File: config.mk
export PLATFORM = sky130hd
export DESIGN_NAME = alu_control_mc
export DESIGN_NICKNAME = d
export VERILOG_FILES = /design/src/rtl/alu_control_mc_pkg.sv /design/src/rtl/alu_control_mc_latency_counter.sv /design/src/rtl/alu_control_mc.sv
export SDC_FILE = /design/constraint.sdc
export NUM_CORES = 1
export LEC_CHECK = 0
export BUFFER_PORTS_ARGS = -buffer_cell sky130_fd_sc_hd__buf_2
export CAP_MARGIN = 15
export CORE_MARGIN = 2
export CORE_UTILIZATION = 45
export CTS_CLUSTER_SIZE = 16
export DETAILED_ROUTE_END_ITERATION = 7
export GPL_TIMING_DRIVEN = 0
export PLACE_DENSITY_LB_ADDON = 0.1
export SETUP_SLACK_MARGIN = 0.2
export SLEW_MARGIN = 20
export SYNTH_ARGS = -nofsm -noshare
export SYNTH_HDL_FRONTEND = slang
export SYNTH_SLANG_ARGS = --single-unit
File: constraint.sdc
create_clock -name clk -period 2.4 [get_ports clk]
set_input_delay 0 -clock clk [delete_from_list [all_inputs] [get_ports clk]]
set_output_delay 0 -clock clk [all_outputs]
set_load 0.02 [all_outputs]
File: src/rtl/alu_control_mc_pkg.sv
// Shared encodings for the registered ALU control: operation codes, funct codes,
// alu_op classes, sequencer states and the combinational instruction decoder.
package alu_control_mc_pkg;

  typedef enum logic [1:0] {
    ST_IDLE     = 2'd0,
    ST_MUL_BUSY = 2'd1,
    ST_DIV_BUSY = 2'd2
  } state_e;

  localparam logic [4:0] OP_SUB   = 5'h01;
  localparam logic [4:0] OP_OR    = 5'h02;
  localparam logic [4:0] OP_ADD   = 5'h03;
  localparam logic [4:0] OP_LUI   = 5'h04;
  localparam logic [4:0] OP_SLL   = 5'h05;
  localparam logic [4:0] OP_SRL   = 5'h06;
  localparam logic [4:0] OP_AND   = 5'h07;
  localparam logic [4:0] OP_NOR   = 5'h08;
  localparam logic [4:0] OP_DEF   = 5'h09;
  localparam logic [4:0] OP_JR    = 5'h0A;
  localparam logic [4:0] OP_MULT  = 5'h0B;
  localparam logic [4:0] OP_MULTU = 5'h0C;
  localparam logic [4:0] OP_DIV   = 5'h0D;
  localparam logic [4:0] OP_DIVU  = 5'h0E;
  localparam logic [4:0] OP_MFHI  = 5'h0F;
  localparam logic [4:0] OP_MFLO  = 5'h10;
  localparam logic [4:0] OP_SLT   = 5'h11;

  localparam logic [5:0] FN_ADD   = 6'b100000;
  localparam logic [5:0] FN_SUB   = 6'b100010;
  localparam logic [5:0] FN_OR    = 6'b100101;
  localparam logic [5:0] FN_SLL   = 6'b000000;
  localparam logic [5:0] FN_SRL   = 6'b000010;
  localparam logic [5:0] FN_AND   = 6'b100100;
  localparam logic [5:0] FN_NOR   = 6'b100111;
  localparam logic [5:0] FN_JR    = 6'b001000;
  localparam logic [5:0] FN_MULT  = 6'b011000;
  localparam logic [5:0] FN_MULTU = 6'b011001;
  localparam logic [5:0] FN_DIV   = 6'b011010;
  localparam logic [5:0] FN_DIVU  = 6'b011011;
  localparam logic [5:0] FN_MFHI  = 6'b010000;
  localparam logic [5:0] FN_MFLO  = 6'b010010;
  localparam logic [5:0] FN_SLT   = 6'b101010;

  localparam logic [2:0] AOP_LUI   = 3'b001;
  localparam logic [2:0] AOP_ORI   = 3'b010;
  localparam logic [2:0] AOP_ANDI  = 3'b011;
  localparam logic [2:0] AOP_ADDI  = 3'b100;
  localparam logic [2:0] AOP_MEM   = 3'b101;
  localparam logic [2:0] AOP_RTYPE = 3'b111;

  typedef struct packed {
    logic [4:0] op;
    logic       illegal;
    logic       mul;
    logic       div;
    logic       hilo;
    logic       sgn;
  } dec_t;

  function automatic dec_t decode(input logic [2:0] aop, input logic [5:0] fn);
    dec_t d;
    d    = '0;
    d.op = OP_DEF;
    case (aop)
      AOP_ADDI: d.op = OP_ADD;
      AOP_LUI:  d.op = OP_LUI;
      AOP_ORI:  d.op = OP_OR;
      AOP_ANDI: d.op = OP_AND;
      AOP_MEM:  d.op = OP_DEF;
      AOP_RTYPE: begin
        case (fn)
          FN_ADD:   d.op = OP_ADD;
          FN_SUB:   d.op = OP_SUB;
          FN_OR:    d.op = OP_OR;
          FN_SLL:   d.op = OP_SLL;
          FN_SRL:   d.op = OP_SRL;
          FN_AND:   d.op = OP_AND;
          FN_NOR:   d.op = OP_NOR;
          FN_JR:    d.op = OP_JR;
          FN_SLT:   d.op = OP_SLT;
          FN_MULT:  begin d.op = OP_MULT;  d.mul = 1'b1; d.hilo = 1'b1; d.sgn = 1'b1; end
          FN_MULTU: begin d.op = OP_MULTU; d.mul = 1'b1; d.hilo = 1'b1; end
          FN_DIV:   begin d.op = OP_DIV;   d.div = 1'b1; d.hilo = 1'b1; d.sgn = 1'b1; end
          FN_DIVU:  begin d.op = OP_DIVU;  d.div = 1'b1; d.hilo = 1'b1; end
          FN_MFHI:  begin d.op = OP_MFHI;  d.hilo = 1'b1; end
          FN_MFLO:  begin d.op = OP_MFLO;  d.hilo = 1'b1; end
          default:  d.illegal = 1'b1;
        endcase
      end
      default: d.op = OP_DEF;
    endcase
    return d;
  endfunction

endpackage

File: src/rtl/alu_control_mc_latency_counter.sv
// Down-counter timing the mult/div latency; clear dominates load, load dominates decrement.
module alu_control_mc_latency_counter #(
  parameter int W = 5
) (
  input  logic         clk,
  input  logic         reset,
  input  logic         load,
  input  logic [W-1:0] load_val,
  input  logic         en,
  input  logic         clear,
  output logic         zero
);

  logic [W-1:0] count;

  always_ff @(posedge clk or negedge reset) begin
    if (!reset) begin
      count <= '0;
    end else if (clear) begin
      count <= '0;
    end else if (load) begin
      count <= load_val;
    end else if (en) begin
      count <= count - W'(1);
    end
  end

  assign zero = (count == '0);

endmodule

File: src/rtl/alu_control_mc.sv
// Registered ALU control with a HI/LO sequencer for multi-cycle MULT/DIV and the
// pipeline stall that keeps HI/LO consumers and new mult/div ops out while busy.
module alu_control_mc
  import alu_control_mc_pkg::*;
#(
  parameter int ALU_OP_W = 3,
  parameter int FUNCT_W  = 6,
  parameter int OPER_W   = 5,
  parameter int MUL_LAT  = 4,
  parameter int DIV_LAT  = 32
) (
  input  logic                clk,
  input  logic                reset,
  input  logic                valid_i,
  input  logic [ALU_OP_W-1:0] alu_op_i,
  input  logic [FUNCT_W-1:0]  alu_function_i,
  input  logic                flush_i,
  output logic [OPER_W-1:0]   alu_operation_o,
  output logic                op_valid_o,
  output logic                mc_start_o,
  output logic                mc_signed_o,
  output logic                stall_o,
  output logic                hilo_we_o,
  output logic                illegal_o,
  output state_e              state_o
);

  localparam int MAX_LAT = (MUL_LAT > DIV_LAT) ? MUL_LAT : DIV_LAT;
  localparam int CW      = (MAX_LAT > 1) ? $clog2(MAX_LAT) : 1;

  // Handshake: an instruction is taken when valid_i=1 and it is neither stalled
  // nor flushed; the decoded result appears on the outputs one edge later.
  state_e          state;
  dec_t            dec;
  logic            accept;
  logic            cnt_load;
  logic            cnt_en;
  logic            cnt_zero;
  logic [CW-1:0]   cnt_val;

  assign dec      = decode(3'(alu_op_i), 6'(alu_function_i));
  assign stall_o  = valid_i & (state != ST_IDLE) & dec.hilo;
  assign accept   = valid_i & ~stall_o & ~flush_i;
  assign cnt_load = (state == ST_IDLE) & accept & (dec.mul | dec.div);
  assign cnt_val  = dec.mul ? CW'(MUL_LAT - 1) : CW'(DIV_LAT - 1);
  assign cnt_en   = (state != ST_IDLE) & ~cnt_zero;
  assign state_o  = state;

  alu_control_mc_latency_counter #(.W(CW)) u_latency_counter (
    .clk      (clk),
    .reset    (reset),
    .load     (cnt_load),
    .load_val (cnt_val),
    .en       (cnt_en),
    .clear    (flush_i),
    .zero     (cnt_zero)
  );

  always_ff @(posedge clk or negedge reset) begin
    if (!reset) begin
      state           <= ST_IDLE;
      alu_operation_o <= OPER_W'(OP_DEF);
      op_valid_o      <= 1'b0;
      mc_start_o      <= 1'b0;
      mc_signed_o     <= 1'b0;
      hilo_we_o       <= 1'b0;
      illegal_o       <= 1'b0;
    end else begin
      op_valid_o <= 1'b0;
      mc_start_o <= 1'b0;
      hilo_we_o  <= 1'b0;
      illegal_o  <= 1'b0;
      if (accept) begin
        alu_operation_o <= OPER_W'(dec.op);
        op_valid_o      <= 1'b1;
        illegal_o       <= dec.illegal;
      end
      // A flush abandons any in-flight mult/div, so its result never reaches HI/LO.
      if (flush_i) begin
        state <= ST_IDLE;
      end else begin
        case (state)
          ST_IDLE: begin
            if (cnt_load) begin
              mc_start_o  <= 1'b1;
              mc_signed_o <= dec.sgn;
              state       <= dec.mul ? ST_MUL_BUSY : ST_DIV_BUSY;
            end
          end
          ST_MUL_BUSY, ST_DIV_BUSY: begin
            if (cnt_zero) begin
              hilo_we_o <= 1'b1;
              state     <= ST_IDLE;
            end
          end
          default: state <= ST_IDLE;
        endcase
      end
    end
  end

endmodule
Word level (Yosys, flattened, before mapping)
Cells that the tools add are included.
{"block": "word_totals", "regBits": 17, "input_bits": 13, "out_inout_bits": 13, "word_cells": 81}
{"block": "classes", "n_addsub": 1, "eq_ne": 23, "mux": 25, "n_bitwise": 11, "reduce_logical": 13}
{"operator": "5-bit case mux with 15 select lines", "n": 1}
{"operator": "6-bit by 5-bit == test with 1-bit output, second input constant", "n": 6}
{"operator": "6-bit == test, second input constant", "n": 6}
{"operator": "5-bit two-way mux", "n": 5}
{"operator": "5-bit case mux with 5 select lines", "n": 1}
{"operator": "15-bit OR reduction", "n": 1}
{"operator": "1-bit two-way mux", "n": 13}
{"operator": "2-bit two-way mux", "n": 4}
{"operator": "2-bit OR reduction", "n": 4}
{"operator": "1-bit bitwise AND", "n": 7}
{"operator": "3-bit by 2-bit == test with 1-bit output, second input constant", "n": 2}
{"operator": "3-bit == test, second input constant", "n": 2}
{"operator": "6-bit by 2-bit == test with 1-bit output, second input constant", "n": 1}
{"operator": "6-bit by 4-bit == test with 1-bit output, second input constant", "n": 1}
{"operator": "6-bit zero test", "n": 1}
{"operator": "3-bit != test, second input constant", "n": 2}
{"operator": "6-bit OR reduction", "n": 1}
{"operator": "5-bit zero test", "n": 1}
{"operator": "5-bit by 1-bit subtractor with 5-bit output, second input constant", "n": 1}
{"operator": "2-bit case mux with 2 select lines", "n": 1}
{"operator": "3-bit by 1-bit == test with 1-bit output, second input constant", "n": 1}
{"operator": "1-bit inverter", "n": 3}
{"operator": "3-bit AND reduction", "n": 1}
{"operator": "3-bit nonzero test", "n": 1}
{"operator": "other kinds (6)", "n": 6}

Longest topological paths before layout
Gate-level depths: netlist (run 1).
{"block": "depth", "word_depth": 13, "mapped_depth": 7, "ltp_nobuf": 6}

Modules after synthesis
Synthesis (run 1) repeated with hierarchy kept, for this count alone.
{"block": "unflattened", "hier_cells": 146, "hier_area_um2": 1228.7}
{"module": "alu_control_mc", "n_inst": 1, "cells_per_inst": 114, "area_each_um2": 922.1, "seq_area_each_um2": 302.8}
{"module": "alu_control_mc_latency_counter", "n_inst": 1, "cells_per_inst": 32, "area_each_um2": 306.5, "seq_area_each_um2": 125.1}

Worst setup path after synthesis (run 1)
No wires, ideal clock.
{"block": "synth_timing", "path_type": "reg-to-reg", "start": "reg u_latency_counter.count[0]", "end": "reg u_latency_counter.count[4]", "setup_time_ps": 142, "t_arrival_ps": 1575, "required_ps": 2258, "setup_slack_ps": 683, "stages_incl_launch_ff": 7, "path_buffers": 0, "period_less_slack_ps": 1717, "path_cell_list": "dfrtp_1 > inv_1 > ha_1 > nor4b_1 > nor2_1 > o21ai_0 > o221ai_1"}
{"block": "synth_between", "elab_chain_len": 4, "elab_cells_between_ends": 8, "classes_between": "add/sub: 1; mux: 3; bitwise: 2; reduce/logical: 2"}
{"element": "start: declaration", "line": "alu_control_mc_latency_counter.sv:14", "text": "logic [W-1:0] count;"}
{"element": "start signal: assignment", "line": "alu_control_mc_latency_counter.sv:22", "text": "count <= load_val;"}
{"element": "start signal: assignment", "line": "alu_control_mc_latency_counter.sv:24", "text": "count <= count - W'(1);"}
{"element": "5-bit by 1-bit subtractor with 5-bit output or 5-bit zero test (tied branches)", "line": "alu_control_mc_latency_counter.sv:24, alu_control_mc_latency_counter.sv:28"}
{"element": "5-bit two-way mux or 1-bit inverter (tied branches)", "line": "alu_control_mc_latency_counter.sv:23, alu_control_mc.sv:46"}
{"element": "5-bit two-way mux or 1-bit bitwise AND (tied branches)", "line": "alu_control_mc_latency_counter.sv:21, alu_control_mc.sv:46"}
{"element": "5-bit two-way mux or 3-bit nonzero test (tied branches)"}
Several ways; a longest one is shown, not always the timed one. The select of a mux whose other input is x is not followed.
A chain may end at the register's enable or synchronous reset.

Worst setup path after layout (run 1)
{"block": "layout_timing", "start": "reg u_latency_counter.count[0]", "end": "reg u_latency_counter.count[2]"}
The elaborated chain is that of the path after synthesis.

==> impl_metrics.ini, run 1 <==
[critical_path]
end_kind = register
crit_fanout = 4
crit_arrival_ps = 2080
r2r_cells = 6
crit_type = register to register
critPathLaunchType = register
required_ps = 2560

[synthesis]
async_reset_ff_share_pct = 100
synthCells = 144
synth.avg_cell_area_um2 = 8.60
ys_ff_latch = 17
synth_top_area_share_pct = 30.3
ys_top_cells_by_area = dfrtp_1 30%, dfstp_2 4.2%, nor2_1 3.6%
ys.flop_type = dfrtp_1
yosysUniqueCellTypes = 46
synth_nets = 160
seq_area_frac_synth_pct = 34.5
synth_area_um2 = 1240
synth-xor-area-share_pct = 0.707
synth_compound_area_share_pct = 23.4
synth_top_family_by_area = simple AND/OR/NAND/NOR gates
synth_fa_ha_area_share_pct = 3.03
synth-edff-count = 0
yosysWarningCount = 0
synthMuxAreaShare_pct = 0
synthSimpleGateAreaFrac_pct = 31.3
synth.largest_area_cell = dfrtp_1

[finish]
final_cell_mix = 23 x buf_2, 15 x dfrtp_1, 12 x nor2_1
fin_area_um2 = 1450
drive_above_1_share_pct = 22.5
fillers = 271
fin_util_pct = 53.8
diodes = 0
multiInputGateArea_um2 = 731
area_delta_synth_final_pct = 16.8
nets = 190
register_area_um2 = 428
final_common_cell = buf_2

[pwr]
pwr_density_cell_nw_per_um2 = 410
p_leak_uw = 0.000663
ir_drop_mv = 0.261

[floorplan]
num_rows = 19
die_h_um = 56.5
fp.dieW_um = 56.5
die_area_um2 = 3190
io_pins = 26
start_util_pct = 46.1
core_area_um2 = 2690

[sta]
finalSetupViolations = 0
finalCritPeriodShare_pct = 79.7
timing_hold_violations_final = 0
rsz0062_at_grt = no
max_freq_mhz = 522
finalCriticalPeriod_ps = 1910
fin_tns_setup_ps = 0
final_max_slew_viol_count = 0
tightest_slew_ps = 528
skew_ps = 0.961
slew_headroom_pct = 64.5

[grt]
grt_max_degree = 18
grt-ovfl-total = 0
grtUsageTotal_pct = 18.9
antenna_found_initial = 0
grt_pass1_vias = 1066
grt_pass1_wl_mm = 4.80

[clock_network]
cts-root-buf = clkbuf_4
ctsLongestPathBuffers = 2
cts_setup_buffers = 0
cts.sinks = 17
cts_buffers = 3
cts_tree = built
insertion_delay_ps = 290
h-tree-depth = 1
clkTransAtPathRegs_ps = 100

[placed_design]
place_area_um2 = 1390
globalplace.congestion = 0.940
io_buffers = 23
dp_hpwl_mm = 2.12

[hold_path]
min_path_type = primary input to register
min_path_cells = 3

[status]
status = finished, final reports clean

[routing]
wl_mm = 2.79
drt_iter0_drc = 45
drcViolationCount = 0
via_per_inst = 5.71
drt_first_pass_iters = 4
wire_per_inst_um = 13.7
route.vias.total = 1164
ant_nets = 0

[flow_run]
maxCapViolCount = 0
cell families after synthesis:
kind of cell | count (synthesis)
compound gates | 38
xor+xnor | 1
fa+ha+maj | 3
buf+inv | 19
flops | 17
simple gates | 66
power breakdown:
part,switching [µW],leakage (µW),internal (µW),total [µW]
Clock,93.1,0.0000177,62.1,155
Combinational,82.0,0.000420,49.0,131
Sequential,5.50,0.000226,301,307
Total,181,0.000663,412,593
cell type report:
class	instances	area share, %
timing repair buffer	25	9.34
inverter	10	2.60
multi-input combinational	108	50.5
buffer	9	3.37
clock buffer	3	1.56
clock inverter	1	0.346
tap	31	2.68
sequential	17	29.6
Yosys cell counts, drive strengths merged, types with 2 or more instances:
cell / count
a211oi: 3
a21oi: 5
a31oi: 3
and2: 2
and3: 3
buf: 3
clkbuf: 6
dfrtp: 15
dfstp: 2
ha: 3
inv: 10
nand2: 10
nand2b: 7
nand3: 4
nand3b: 3
nand4: 2
nor2: 12
nor2b: 5
nor3: 7
nor4: 3
nor4b: 2
nor4bb: 2
o211a: 2
o21ai: 6
o221ai: 4
o31ai: 4
o41ai: 2
what timing repair did:
item | CTS | global route
hold buffers | 2 | 0
endpoints found under the hold margin | 19 | 0
endpoints found under the setup margin | 0 | 3
resized for setup | 0 | 1
per-stage QoR:
step	hold slack, ps	setup WS (ps)	cells	power [µW]
2_1_floorplan	-296	683	144	395
3_3_place_gp	-64.7	317	198	439
3_5_place_dp	-57.2	245	198	441
4_1_cts	7.65	235	204	600
5_1_grt	52.1	290	204	633
6_report	21.0	486	204	593
per-layer routing:
metal / wire length [µm] / GRT usage, %
met2: 1210 / 27.7
met3: 101 / 3.00
met5: 0 / 0
met1: 1430 / 27.6
met4: 51 / 7.82
path summary, 6_finish.rpt:
check                      slack [ps]                  startpoint                    endpoint
max reg2reg                       490  u_latency_counter.count[0]  u_latency_counter.count[2]
max                               490  u_latency_counter.count[0]  u_latency_counter.count[2]
min                                20                 alu_op_i[0]          alu_operation_o[0]
min in group asynchronous         140                       reset          alu_operation_o[2]
min reg2reg                       480          alu_operation_o[0]          alu_operation_o[0]
max in group asynchronous        1950                       reset          alu_operation_o[0]
critical path, stage by stage, from the launching register on:
cell	delay [ps]
dfrtp_1	430
inv_1	100
ha_1	140
nor4b_2	340
nor2_1	190
o21ai_0	390
o221ai_1	190
registers in the layout, summed over array words and instances, names as in the netlist:
name                     count
u_latency_counter.count      5
hilo_we_o                    1
state_o                      2
op_valid_o                   1
illegal_o                    1
mc_start_o                   1
alu_operation_o              5
mc_signed_o                  1
Power figures use the tool's default switching activity.
==> inputs of run 2 (changes only) <==
Clock period 2.4 ns to 1.95 ns, I/O delays scaled along.
==> run 2 against run 1 <==
Clock skew increased by 1.0 ps. Maximum frequency increased by 13%. Final area increased by 2.5%. Die area unchanged. Global-route usage increased by 0.19 points.
==> impl_metrics.ini, run 2 (same netlist as run 1, synthesis figures left out) <==
[critical_path]
required_ps = 2120
crit_fanout = 4
rr_startpoint = u_latency_counter.count[0]
end_kind = register
critPathLaunchType = register
crit_type = register to register
reg2reg_to = u_latency_counter.count[4]
rrSetupSlack_ps = 250
crit_arrival_ps = 1870
r2r_cells = 6

[hold_path]
min_from = alu_op_i[0]
min_path_type = primary input to register
hold_end = alu_operation_o[0]
min_path_cells = 3

[routing]
route.met2.wl_mm = 1.24
ant_nets = 0
dr.max_layer_used = met4
drt_iter0_drc = 50
wire_per_inst_um = 13.7
wl_met3_um = 113
drcViolationCount = 0
drt_first_pass_iters = 4
via_per_inst = 5.75
wl_met1_mm = 1.43
wl_mm = 2.82
route.vias.total = 1184

[sta]
finalSetupViolations = 0
tightest_slew_ps = 420
rsz0062_at_grt = yes
finalCritPeriodShare_pct = 87.0
timing_hold_violations_final = 0
finalCriticalPeriod_ps = 1700
slew_headroom_pct = 72.0
skew_ps = 1.96
max_freq_mhz = 589
final_max_slew_viol_count = 0

[floorplan]
num_rows = 19
core_area_um2 = 2690
fp.dieW_um = 56.5
die_area_um2 = 3190
io_pins = 26
start_util_pct = 46.1
die_h_um = 56.5

[grt]
grt-ovfl-total = 0
grt_max_degree = 18
antenna_found_initial = 0
grtUsageTotal_pct = 19.1
grt_pass1_vias = 1069
grt_pass1_wl_mm = 4.84

[clock_network]
cts_buffers = 3
cts_tree = built
insertion_delay_ps = 290
cts.sinks = 17
cts-root-buf = clkbuf_4
ctsLongestPathBuffers = 2
h-tree-depth = 1
clkTransAtPathRegs_ps = 100

[finish]
final_cell_mix = 23 x buf_2, 15 x dfrtp_1, 12 x nor2_1
area_delta_synth_final_pct = 19.7
drive_above_1_share_pct = 25.1
fin_area_um2 = 1480
final_common_cell = buf_2
diodes = 0
nets = 192
fillers = 266

[flow_run]
maxCapViolCount = 0

[placed_design]
dp_hpwl_mm = 2.12
io_buffers = 23
place_area_um2 = 1390
globalplace.congestion = 0.940

[pwr]
p_leak_uw = 0.000686
ir_drop_mv = 0.329
power_uw = 732
pwr_density_cell_nw_per_um2 = 494

[status]
status = finished, final reports clean
## run 2: layout make-up
class	count	area (µm²)	area share [%]
Multi-Input combinational cell	108	752	50.7
Sequential cell	17	428	28.9
Timing Repair Buffer	27	150	10.1
Buffer	9	48.8	3.29
Tap cell	31	38.8	2.62
Inverter	10	37.5	2.53
Clock buffer	3	22.5	1.52
Clock inverter	1	5.00	0.338
## run 2: stage by stage
| stage | std cells | setup TNS, ps | hold slack [ps] | utilization (%) | worst slack, ps |
|---|---|---|---|---|---|
| floorplan | 144 | 0 | -296 | - | 233 |
| global placement | 198 | -361 | -64.7 | 51.8 | -133 |
| detailed placement | 198 | -587 | -57.2 | 51.8 | -205 |
| CTS | 204 | 0 | 7.65 | 54.2 | 237 |
| global route | 206 | 0 | 52.1 | 55.2 | 114 |
| finish | 206 | 0 | 22.7 | 55.2 | 253 |
## run 2: timing repair
action | in CTS | in global routing
endpoints found under the setup margin | 7 | 9
resized for setup | 3 | 3
buffers inserted | 0 | 2
hold buffers | 2 | 0
hold endpoints to repair | 19 | 0
cloned | 0 | 0
pin swaps | 0 | 1
## run 2: worst max path at each step
stage / start / endpoint / slack, ps / cells after the start
floorplan: u_latency_counter.count[0] / u_latency_counter.count[4] / 230 / 6
global placement: u_latency_counter.count[0] / u_latency_counter.count[2] / -130 / 6
detailed placement: u_latency_counter.count[0] / u_latency_counter.count[2] / -210 / 6
CTS: state_o[0] / alu_operation_o[1] / 240 / 6
global route: u_latency_counter.count[1] / u_latency_counter.count[4] / 110 / 6
finish: u_latency_counter.count[0] / u_latency_counter.count[4] / 250 / 6
## run 2: metal layers
layer / track usage (%) / vias up
li1: - / 598
met2: 27.9 / 22
met5: 0 / -
met4: 7.82 / 0
met3: 3.00 / 5
met1: 28.1 / 559
## run 2: critical path: stages (launching register included)
cell	delay (ps)
dfrtp_1	430
inv_1	100
ha_1	160
nor4b_4	310
nor2_1	190
o21ai_2	240
o221ai_1	150
## run 2: power by group
group          leakage [µW]  switching [µW]  internal [µW]  total (µW)
sequential         0.000226            6.84            371         378
combinational      0.000443             102           61.0         163
clock             0.0000177             115           76.4         191
total              0.000686             224            508         732
